**src/rtl/ahb_lite_master_if.sv**
```systemverilog
// AHB-Lite master port bundle.
// master modport: drives address/control/write-data, receives HRDATA/HREADY/HRESP.
// slave modport:  the mirror image, for a slave model or bus fabric.
interface ahb_lite_master_if;
  logic [31:0] m_HADDR;
  logic        m_HWRITE;
  logic [1:0]  m_HTRANS;
  logic [31:0] m_HWDATA;
  logic [2:0]  m_HSIZE;
  logic [2:0]  m_HBURST;
  logic [3:0]  m_HPROT;
  logic [31:0] m_HRDATA;
  logic        m_HREADY;
  logic        m_HRESP;

  modport master (
    output m_HADDR, m_HWRITE, m_HTRANS, m_HWDATA, m_HSIZE, m_HBURST, m_HPROT,
    input  m_HRDATA, m_HREADY, m_HRESP
  );

  modport slave (
    input  m_HADDR, m_HWRITE, m_HTRANS, m_HWDATA, m_HSIZE, m_HBURST, m_HPROT,
    output m_HRDATA, m_HREADY, m_HRESP
  );
endinterface

```
**src/rtl/ahb_lite_master.sv**
```systemverilog
// Bridges the core's single-outstanding request interface onto an AHB-Lite master port.
// Each request runs through an address phase, a data phase, and a one-cycle response
// pulse; wait states, two-cycle ERROR responses and a hung-slave watchdog are handled.
// All bus and core-side outputs are registered.
//
// Ports:
//   clk, rst          clock (rising edge), synchronous active-high reset
//   addr/write/wdata  request, held by the core until ready
//   transfer          00 IDLE, 01 BUSY (no request), 10 NONSEQ, 11 SEQ
//   rdata/ready/err   completion: one-cycle ready pulse, err=1 on bus error or timeout
//   HTRANS            copy of bus HTRANS for core status
//   bus               AHB-Lite master port (ahb_lite_master_if.master)
module ahb_lite_master #(
  parameter int unsigned TIMEOUT   = 256,
  parameter logic [3:0]  HPROT_VAL = 4'b0011
) (
  input  logic                      clk,
  input  logic                      rst,
  input  logic [31:0]               addr,
  input  logic                      write,
  input  logic [31:0]               wdata,
  input  logic [1:0]                transfer,
  output logic [31:0]               rdata,
  output logic                      ready,
  output logic [1:0]                HTRANS,
  output logic                      err,
  ahb_lite_master_if.master         bus
);

  localparam int unsigned WdWidth = $clog2(TIMEOUT) + 1;
  localparam logic [WdWidth-1:0] WdLast = WdWidth'(TIMEOUT - 1);

  localparam logic [2:0] StIdle = 3'd0;
  localparam logic [2:0] StAddr = 3'd1;
  localparam logic [2:0] StData = 3'd2;
  localparam logic [2:0] StErr  = 3'd3;
  localparam logic [2:0] StResp = 3'd4;

  logic [2:0]         state_q, state_d;
  logic [WdWidth-1:0] wd_q, wd_d;
  logic [31:0]        haddr_q, haddr_d;
  logic               hwrite_q, hwrite_d;
  logic [1:0]         htrans_q, htrans_d;
  logic [31:0]        hwdata_q, hwdata_d;
  logic [31:0]        req_wdata_q, req_wdata_d;
  logic [31:0]        rdata_q, rdata_d;
  logic               ready_q, ready_d;
  logic               err_q, err_d;

  logic stall;
  logic wd_expire;

  assign stall     = ~bus.m_HREADY;
  // Fires on the stall cycle that would bring the count to TIMEOUT.
  assign wd_expire = stall && (wd_q == WdLast);

  always_comb begin
    state_d     = state_q;
    wd_d        = wd_q;
    haddr_d     = haddr_q;
    hwrite_d    = hwrite_q;
    htrans_d    = htrans_q;
    hwdata_d    = hwdata_q;
    req_wdata_d = req_wdata_q;
    rdata_d     = rdata_q;
    ready_d     = 1'b0;
    err_d       = err_q;

    case (state_q)
      StIdle: begin
        if (transfer[1]) begin
          haddr_d     = addr;
          hwrite_d    = write;
          htrans_d    = transfer;
          req_wdata_d = wdata;
          wd_d        = '0;
          state_d     = StAddr;
        end
      end

      StAddr: begin
        if (bus.m_HREADY) begin
          htrans_d = 2'b00;
          hwdata_d = req_wdata_q;
          wd_d     = '0;
          state_d  = StData;
        end else if (wd_expire) begin
          // Withdraw the pending address phase to recover from a hung slave.
          htrans_d = 2'b00;
          wd_d     = '0;
          ready_d  = 1'b1;
          err_d    = 1'b1;
          rdata_d  = '0;
          state_d  = StResp;
        end else begin
          wd_d = wd_q + WdWidth'(1);
        end
      end

      StData: begin
        if (bus.m_HREADY) begin
          wd_d    = '0;
          ready_d = 1'b1;
          state_d = StResp;
          if (bus.m_HRESP) begin
            // Single-cycle ERROR is not legal AHB; still report it as an error.
            err_d   = 1'b1;
            rdata_d = '0;
          end else begin
            err_d = 1'b0;
            if (!hwrite_q) begin
              rdata_d = bus.m_HRDATA;
            end
          end
        end else if (wd_expire) begin
          wd_d    = '0;
          ready_d = 1'b1;
          err_d   = 1'b1;
          rdata_d = '0;
          state_d = StResp;
        end else begin
          wd_d = wd_q + WdWidth'(1);
          if (bus.m_HRESP) begin
            state_d = StErr;
          end
        end
      end

      StErr: begin
        if (bus.m_HREADY) begin
          ready_d = 1'b1;
          err_d   = 1'b1;
          rdata_d = '0;
          state_d = StResp;
        end
      end

      // The core still presents the finished request here, so transfer is ignored.
      StResp: state_d = StIdle;

      default: state_d = StIdle;
    endcase
  end

  always_ff @(posedge clk) begin
    if (rst) begin
      state_q     <= StIdle;
      wd_q        <= '0;
      haddr_q     <= '0;
      hwrite_q    <= 1'b0;
      htrans_q    <= 2'b00;
      hwdata_q    <= '0;
      req_wdata_q <= '0;
      rdata_q     <= '0;
      ready_q     <= 1'b0;
      err_q       <= 1'b0;
    end else begin
      state_q     <= state_d;
      wd_q        <= wd_d;
      haddr_q     <= haddr_d;
      hwrite_q    <= hwrite_d;
      htrans_q    <= htrans_d;
      hwdata_q    <= hwdata_d;
      req_wdata_q <= req_wdata_d;
      rdata_q     <= rdata_d;
      ready_q     <= ready_d;
      err_q       <= err_d;
    end
  end

  assign bus.m_HADDR  = haddr_q;
  assign bus.m_HWRITE = hwrite_q;
  assign bus.m_HTRANS = htrans_q;
  assign bus.m_HWDATA = hwdata_q;
  assign bus.m_HSIZE  = 3'b010;
  assign bus.m_HBURST = 3'b001;
  assign bus.m_HPROT  = HPROT_VAL;

  assign HTRANS = htrans_q;
  assign rdata  = rdata_q;
  assign ready  = ready_q;
  assign err    = err_q;

endmodule

```
**src/flat_wrapper.sv**
```systemverilog
// flat-port wrapper written by rule: the top's interface ports become plain ports
module ahb_lite_master_flat 
#(
  parameter int unsigned TIMEOUT   = 256,
  parameter logic [3:0]  HPROT_VAL = 4'b0011
)
  (clk, rst, addr, write, wdata, transfer, rdata, ready, HTRANS, err, bus_m_HADDR, bus_m_HWRITE, bus_m_HTRANS, bus_m_HWDATA, bus_m_HSIZE, bus_m_HBURST, bus_m_HPROT, bus_m_HRDATA, bus_m_HREADY, bus_m_HRESP);
  ahb_lite_master_if bus_i ();
  input  logic clk;
  input  logic rst;
  input  logic [31:0] addr;
  input  logic write;
  input  logic [31:0] wdata;
  input  logic [1:0] transfer;
  output logic [31:0] rdata;
  output logic ready;
  output logic [1:0] HTRANS;
  output logic err;
  output wire logic [$bits(bus_i.m_HADDR)-1:0] bus_m_HADDR;
  output wire logic [$bits(bus_i.m_HWRITE)-1:0] bus_m_HWRITE;
  output wire logic [$bits(bus_i.m_HTRANS)-1:0] bus_m_HTRANS;
  output wire logic [$bits(bus_i.m_HWDATA)-1:0] bus_m_HWDATA;
  output wire logic [$bits(bus_i.m_HSIZE)-1:0] bus_m_HSIZE;
  output wire logic [$bits(bus_i.m_HBURST)-1:0] bus_m_HBURST;
  output wire logic [$bits(bus_i.m_HPROT)-1:0] bus_m_HPROT;
  input wire logic [$bits(bus_i.m_HRDATA)-1:0] bus_m_HRDATA;
  input wire logic [$bits(bus_i.m_HREADY)-1:0] bus_m_HREADY;
  input wire logic [$bits(bus_i.m_HRESP)-1:0] bus_m_HRESP;
  assign bus_m_HADDR = bus_i.m_HADDR;
  assign bus_m_HWRITE = bus_i.m_HWRITE;
  assign bus_m_HTRANS = bus_i.m_HTRANS;
  assign bus_m_HWDATA = bus_i.m_HWDATA;
  assign bus_m_HSIZE = bus_i.m_HSIZE;
  assign bus_m_HBURST = bus_i.m_HBURST;
  assign bus_m_HPROT = bus_i.m_HPROT;
  assign bus_i.m_HRDATA = bus_m_HRDATA;
  assign bus_i.m_HREADY = bus_m_HREADY;
  assign bus_i.m_HRESP = bus_m_HRESP;
  ahb_lite_master #(.TIMEOUT(TIMEOUT), .HPROT_VAL(HPROT_VAL)) u_core (.clk(clk), .rst(rst), .addr(addr), .write(write), .wdata(wdata), .transfer(transfer), .rdata(rdata), .ready(ready), .HTRANS(HTRANS), .err(err), .bus(bus_i));
endmodule
```
**config.mk**
```make
export PLATFORM = sky130hd
export DESIGN_NAME = ahb_lite_master_flat
export DESIGN_NICKNAME = d
export VERILOG_FILES = /design/src/rtl/ahb_lite_master_if.sv /design/src/rtl/ahb_lite_master.sv /design/src/flat_wrapper.sv
export SDC_FILE = /design/constraint.sdc
export NUM_CORES = 1
export LEC_CHECK = 0
export ABC_CLOCK_PERIOD_IN_PS = 4500
export CAP_MARGIN = 20
export CORE_MARGIN = 2
export CORE_UTILIZATION = 48
export CTS_BUF_LIST = sky130_fd_sc_hd__clkbuf_8
export DETAILED_ROUTE_END_ITERATION = 8
export GPL_ROUTABILITY_DRIVEN = 0
export GPL_TIMING_DRIVEN = 1
export MAX_ROUTING_LAYER = met4
export PLACE_DENSITY = 0.95
export SYNTH_ARGS = -nofsm -noshare
export SYNTH_HDL_FRONTEND = slang
export SYNTH_SLANG_ARGS = --single-unit
```
**constraint.sdc**
```tcl
create_clock -name clk -period 4.5 [get_ports clk]
set_input_delay 1.125 -clock clk [delete_from_list [all_inputs] [get_ports clk]]
set_output_delay 1.125 -clock clk [all_outputs]
set_load 0.005 [all_outputs]
```
==> impl_metrics.csv, run 1 <==
group,metric,value,unit
global_route,grt_pass1_vias,4569,
drt,avgViaCountPerCell,5.12,
cells_and_area,syn_to_final_growth,43.9,%
clock_tree,cts_hold_buf,0,
setup_path,slowest_delay,0.84,ns
timing,post-route-period-util,66.8,%
min_path,hold_class,"flop to flop",
yosys,synth-seq-cells,145,
timing,rsz0062_at_grt,"false",
placed_design,dp_hpwl,9620,um
drt,drt_iter0_markers,343,
yosys,yosys_warnings,0,
power,power_density,400,mW/mm^2
yosys,syn-instance-count,618,
setup_path,crit_type,"primary input to flop",
drt,dr.pass1.iters,4,
clock_tree,postCtsResizedCells,0,
yosys,ys_top_cells_by_area,"dfxtp_1 54%, nand2_1 14%, a21oi_1 9.8%",
power,vdd.ir_drop.worst,0.290,mV
clock_tree,clk_pin_slew,0.07,ns
floorplan,start_util,49.2,%
yosys,synthArstFlopShare,0,%
flow_run,maxCapViolCount,0,
clock_tree,tritoncts,"done",
placed_design,dpl_worst_slack,1.08,ns
setup_path,worstSetupStartpoint,"bus_m_HREADY",
timing,fmax,333,MHz
drt,wirelength,14200,um
clock_tree,cts_setup_buffers,0,
yosys,ys_types,42,
timing,max-slew-margin-rel,34.3,%
setup_path,worstPathArrival,3.37,ns
floorplan,ioPinCount,216,
global_route,overflow,0,
floorplan,coreArea,0.0108,mm^2
clock_tree,cts.htree.levels,4,
timing,slew_violations,0,
global_route,antenna_found_initial,0,
setup_path,end_kind,"flop",
cells_and_area,layout.nets,901,
run_status,outcome,"finished, final reports clean",
drt,drc_errors,0,
clock_tree,cts-root-buf,"clkbuf_8",
drt,vias,4858,
min_path,min_from,"u_core.wd_q[8]",
global_route,grt_pass1_wl,21400,um
setup_path,crit_slowest_cell,"a41oi_4",
clock_tree,numCtsBuffers,17,
timing,worstMarginPinSlew,0.982,ns
global_route,grt_max_degree,86,
setup_path,startpoint_type,"primary input",
yosys,synth.most_common_cell,"nand2_1",
floorplan,die_w,109,um
floorplan,die-area,0.0120,mm^2
timing,setup_slack,1.50,ns
drt,final_antenna_net_count,0,
timing,setup_viol,0,
floorplan,rows,38,
setup_path,path_cells,"clkdlybuf4s50_1, nand2b_1, xnor2_1, a41oi_4, a22o_1",
setup_path,crit_fanout,32,
clock_tree,clk_latency,0.43,ns
timing,skew,0.0135,ns
placed_design,portBuffers,205,
yosys,synth-main-ff-cell,"dfxtp_1",
yosys,synth_seq_area_share,54.4,%
yosys,synth_top_area_cell,"dfxtp_1",
drt,wl_per_cell,15.0,um
setup_path,worstReg2RegStart,"u_core.state_q[1]",
yosys,synth_area,0.00534,mm^2
setup_path,cp.required,4.86,ns
global_route,grt_usage,23.8,%
yosys,avgSynthCellArea,8.63,um^2
timing,period_minus_slack,3.00,ns
clock_tree,cts.sinks,145,
yosys,synth_common_cells,"197 x nand2_1, 145 x dfxtp_1, 105 x a21oi_1",
cells_and_area,antenna_cells,0,
power,p_leak,2.75,nW
clock_tree,clk_path_buf_depth,2,
yosys,synth_edf_count,0,
floorplan,die_h,109,um
cells_and_area,drive_gt1_share,5.93,%
yosys,synth_top_cell_area_share,54.4,%
timing,tns,0,ns
timing,hold_violations,0,
[stage by stage]
stage	utilization, %	instances	hold slack (ns)	total power, mW	instance area [um^2]
floorplan	-	626	0.422	1.85	5370
global placement	67.3	918	0.433	2.10	7300
detailed placement	67.3	918	0.441	2.12	7300
CTS	70.8	949	0.449	3.10	7680
global route	70.8	949	0.462	3.22	7680
finish	70.8	949	0.447	3.07	7680
[cell type report]
type / count / area (um^2)
clock buffer: 17 / 234
clock inverter: 14 / 144
fill: 821 / 3160
inverter: 4 / 15.0
multi-input combinational: 418 / 2110
sequential: 145 / 2900
tap: 140 / 175
timing repair buffer: 211 / 2090
[logic make-up (layout without fill, tap and decap cells)]
logic type      after synthesis  in the layout  share of synthesized area [%]
xor+xnor                      7              7                           1.15
compound gates              151            151                           17.8
mux                           1              1                          0.188
buf+inv                      63            246                           6.66
flops                       145            145                           54.4
simple gates                248            248                           19.4
fa+ha+maj                     1              1                          0.234
other cells                   2             10                          0.141
[final timing paths]
path                            end  slack, ns  cells after the start
max                u_core.rdata[27]       1.50                      5
min                  u_core.wd_q[8]       0.45                      2
max reg2reg  u_core.bus.m_HADDR[22]       2.26                      5
min reg2reg          u_core.wd_q[8]       0.45                      2
[layer usage]
layer | vias up | track usage [%] | wire [um]
met1 | 2244 | 26.2 | 5860
met2 | 189 | 38.9 | 6890
met3 | 24 | 7.59 | 1020
li1 | 2401 | - | -
met5 | - | - | 0
met4 | 0 | 11.3 | 431
[layout by cell type (no fill, tap or decap), types with 2 or more instances in the layout]
cell	netlist	routed
nand4_1	3	3
inv_1	4	5
clkinv_2	0	3
o21ai_0	2	2
clkinv_4	0	3
nand3_1	6	6
a21oi_1	105	105
a22o_1	32	32
clkbuf_8	0	17
buf_4	19	7
dfxtp_1	145	145
and3_1	2	2
xor2_1	4	4
nand3b_1	3	3
nand2_2	1	2
nor2_1	11	11
clkdlybuf4s50_1	0	204
conb_1	2	10
xnor2_1	3	3
nor3_2	2	2
clkinvlp_4	0	4
o31ai_1	2	2
bufinv_16	0	2
nor3_1	9	9
and4_1	2	2
nand2_1	197	196
nor4_1	2	2
nand2b_1	4	4
[sequential cells by signal (all words and copies together), names as in the netlist]
name / count
u_core.ready: 1
u_core.rdata: 32
u_core.bus.m_HWDATA: 32
u_core.state_q: 3
u_core.err: 1
u_core.bus.m_HADDR: 32
u_core.bus.m_HWRITE: 1
u_core.wd_q: 9
u_core.HTRANS: 2
u_core.req_wdata_q: 32
[worst max-delay path, delay by kind of cell]
kind,cells,cell delay [ns]
xor gates and xnor gates,1,0.22
AOI/OAI and AO/OA,2,1.12
buffers and inverters,1,0.62
and+or+nand+nor,1,0.28
[where the power goes]
group          internal [mW]  total (mW)  switching, mW
clock                  0.487       0.971          0.484
combinational          0.296       0.633          0.337
sequential              1.39        1.46         0.0755
(Power assumes the default switching activity.)
==> run 2: changes to the inputs <==
ABC_CLOCK_PERIOD_IN_PS = 2600   (was 4500)
CORE_UTILIZATION = 40   (was 48)
PLACE_DENSITY = 0.89   (was 0.95)
clock period = 2.6 ns   (was 4.5 ns; I/O delays follow)
==> run 2 against run 1 <==
Against the previous run: first-iteration DRC count increased by 38%; utilization decreased by 11 points; count of clock-buffer cells in the layout unchanged; global-route usage decreased by 3.1 points; non-clock buffer count increased by 2; worst setup slack got worse by 0.93 ns; total power increased by 78%; via count increased by 0.51%; die area increased by 19%; largest cell class unchanged; largest power group unchanged; highest routed layer unchanged.
==> impl_metrics.csv, run 2 (synthesis results as in run 1) <==
group,metric,value,unit
cells_and_area,final_common_cell,"clkdlybuf4s50_1",
clock_tree,cts-root-buf,"clkbuf_8",
setup_path,cp.required,1.95,ns
timing,worstMarginPinSlew,0.701,ns
drt,vias,4883,
setup_path,crit_type,"flop to output port",
timing,skew,0.0144,ns
floorplan,rows,42,
timing,post-route-period-util,78.3,%
setup_path,path_cells,"clkdlybuf4s50_1",
cells_and_area,syn_to_final_growth,46.6,%
min_path,hold_class,"flop to flop",
floorplan,ioPinCount,216,
global_route,grt_pass1_wl,22700,um
clock_tree,cts.sinks,145,
setup_path,startpoint_type,"flop",
drt,wl_per_cell,14.5,um
clock_tree,numCtsBuffers,17,
cells_and_area,fillCellCount,1101,
timing,max-slew-margin-rel,53.3,%
global_route,grt_pass1_vias,4632,
run_status,outcome,"finished, final reports clean",
setup_path,critPathTopFamily,"buffers and inverters",
power,vdd.ir_drop.worst,0.350,mV
cells_and_area,antenna_cells,0,
floorplan,die-area,0.0143,mm^2
cells_and_area,layout_common_cells,"204 x clkdlybuf4s50_1, 196 x nand2_1, 145 x dfxtp_1",
timing,rsz0062_at_grt,"false",
floorplan,coreArea,0.0131,mm^2
timing,fmax,491,MHz
global_route,grt_usage,20.7,%
clock_tree,clk_path_buf_depth,2,
cells_and_area,drive_gt1_share,6.40,%
setup_path,reg2reg_to,"u_core.rdata[22]",
global_route,use_met2,32.6,%
global_route,busiest_layer,"met2",
setup_path,crit_slowest_cell,"clkdlybuf4s50_1",
clock_tree,cts_hold_buf,0,
power,p_leak,2.80,nW
setup_path,slowest_delay,0.53,ns
floorplan,start_util,40.6,%
clock_tree,clk_pin_slew,0.09,ns
timing,slew_violations,0,
setup_path,reg2reg_slack,0.66,ns
timing,period_minus_slack,2.04,ns
setup_path,worstSetupStartpoint,"u_core.HTRANS[1]",
flow_run,maxCapViolCount,0,
placed_design,portBuffers,205,
setup_path,worstPathArrival,1.39,ns
drt,avgViaCountPerCell,4.94,
clock_tree,cts.htree.levels,4,
timing,tns,0,ns
global_route,grt_max_degree,78,
setup_path,end_kind,"output port",
global_route,met3_usage,5.28,%
clock_tree,tritoncts,"done",
drt,wirelength,14300,um
drt,dr.pass1.iters,5,
setup_path,cp_num_cells,1,
floorplan,die_w,120,um
setup_path,endpoint,"HTRANS[1]",
timing,setup_viol,0,
setup_path,r2r_cells,5,
setup_path,worstReg2RegStart,"u_core.state_q[0]",
placed_design,dp_hpwl,9440,um
power,power_density,699,mW/mm^2
cells_and_area,final_core_util,59.6,%
clock_tree,clk_latency,0.46,ns
clock_tree,cts_setup_buffers,0,
drt,drc_errors,0,
cells_and_area,layout.nets,903,
clock_tree,postCtsResizedCells,0,
floorplan,die_h,120,um
timing,hold_violations,0,
global_route,antenna_found_initial,0,
global_route,use_met1,25.2,%
setup_path,cp_num_buf_inv,1,
global_route,overflow,0,
drt,drt_iter0_markers,475,
setup_path,crit_fanout,3,
drt,final_antenna_net_count,0,
run 2: final cells by class:
class	count	area, um^2	area share [%]
clock inverter	15	169	2.16
timing repair buffer	213	2170	27.8
inverter	4	15.0	0.192
tap	176	220	2.81
multi-input combinational	418	2110	27.0
clock buffer	17	234	2.99
sequential	145	2900	37.1
run 2: worst min-delay path by stage:
| stage | from | to | depth (start not counted) |
|---|---|---|---|
| 2_1_floorplan | u_core.wd_q[8] | u_core.wd_q[8] | 2 |
| 3_3_place_gp | u_core.req_wdata_q[7] | u_core.bus.m_HWDATA[7] | 2 |
| 3_5_place_dp | u_core.wd_q[8] | u_core.wd_q[8] | 2 |
| 4_1_cts | u_core.req_wdata_q[23] | u_core.bus.m_HWDATA[23] | 2 |
| 5_1_grt | u_core.bus.m_HWDATA[15] | u_core.bus.m_HWDATA[15] | 2 |
| 6_report | u_core.req_wdata_q[23] | u_core.bus.m_HWDATA[23] | 2 |
run 2: per-stage QoR:
step	setup slack [ns]	cell area, um^2	power, mW	instances	hold slack [ns]
3_5_place_dp	0.224	7420	3.71	956	0.438
3_3_place_gp	0.270	7420	3.68	956	0.436
2_1_floorplan	0.827	5370	3.21	626	0.422
6_report	0.563	7830	5.47	988	0.446
5_1_grt	0.489	7830	5.74	988	0.470
4_1_cts	0.534	7830	5.50	988	0.452
run 2: power by group:
group / switching [mW] / total, mW / internal [mW]
registers: 0.139 / 2.54 / 2.40
clock network: 0.921 / 1.80 / 0.879
logic: 0.586 / 1.13 / 0.540
run 2: per-layer routing:
metal	share of wire, %	vias to the layer above
li1	-	2417
met4	2.3	0
met1	43	2231
met2	48	210
met3	6.7	25
met5	0	-
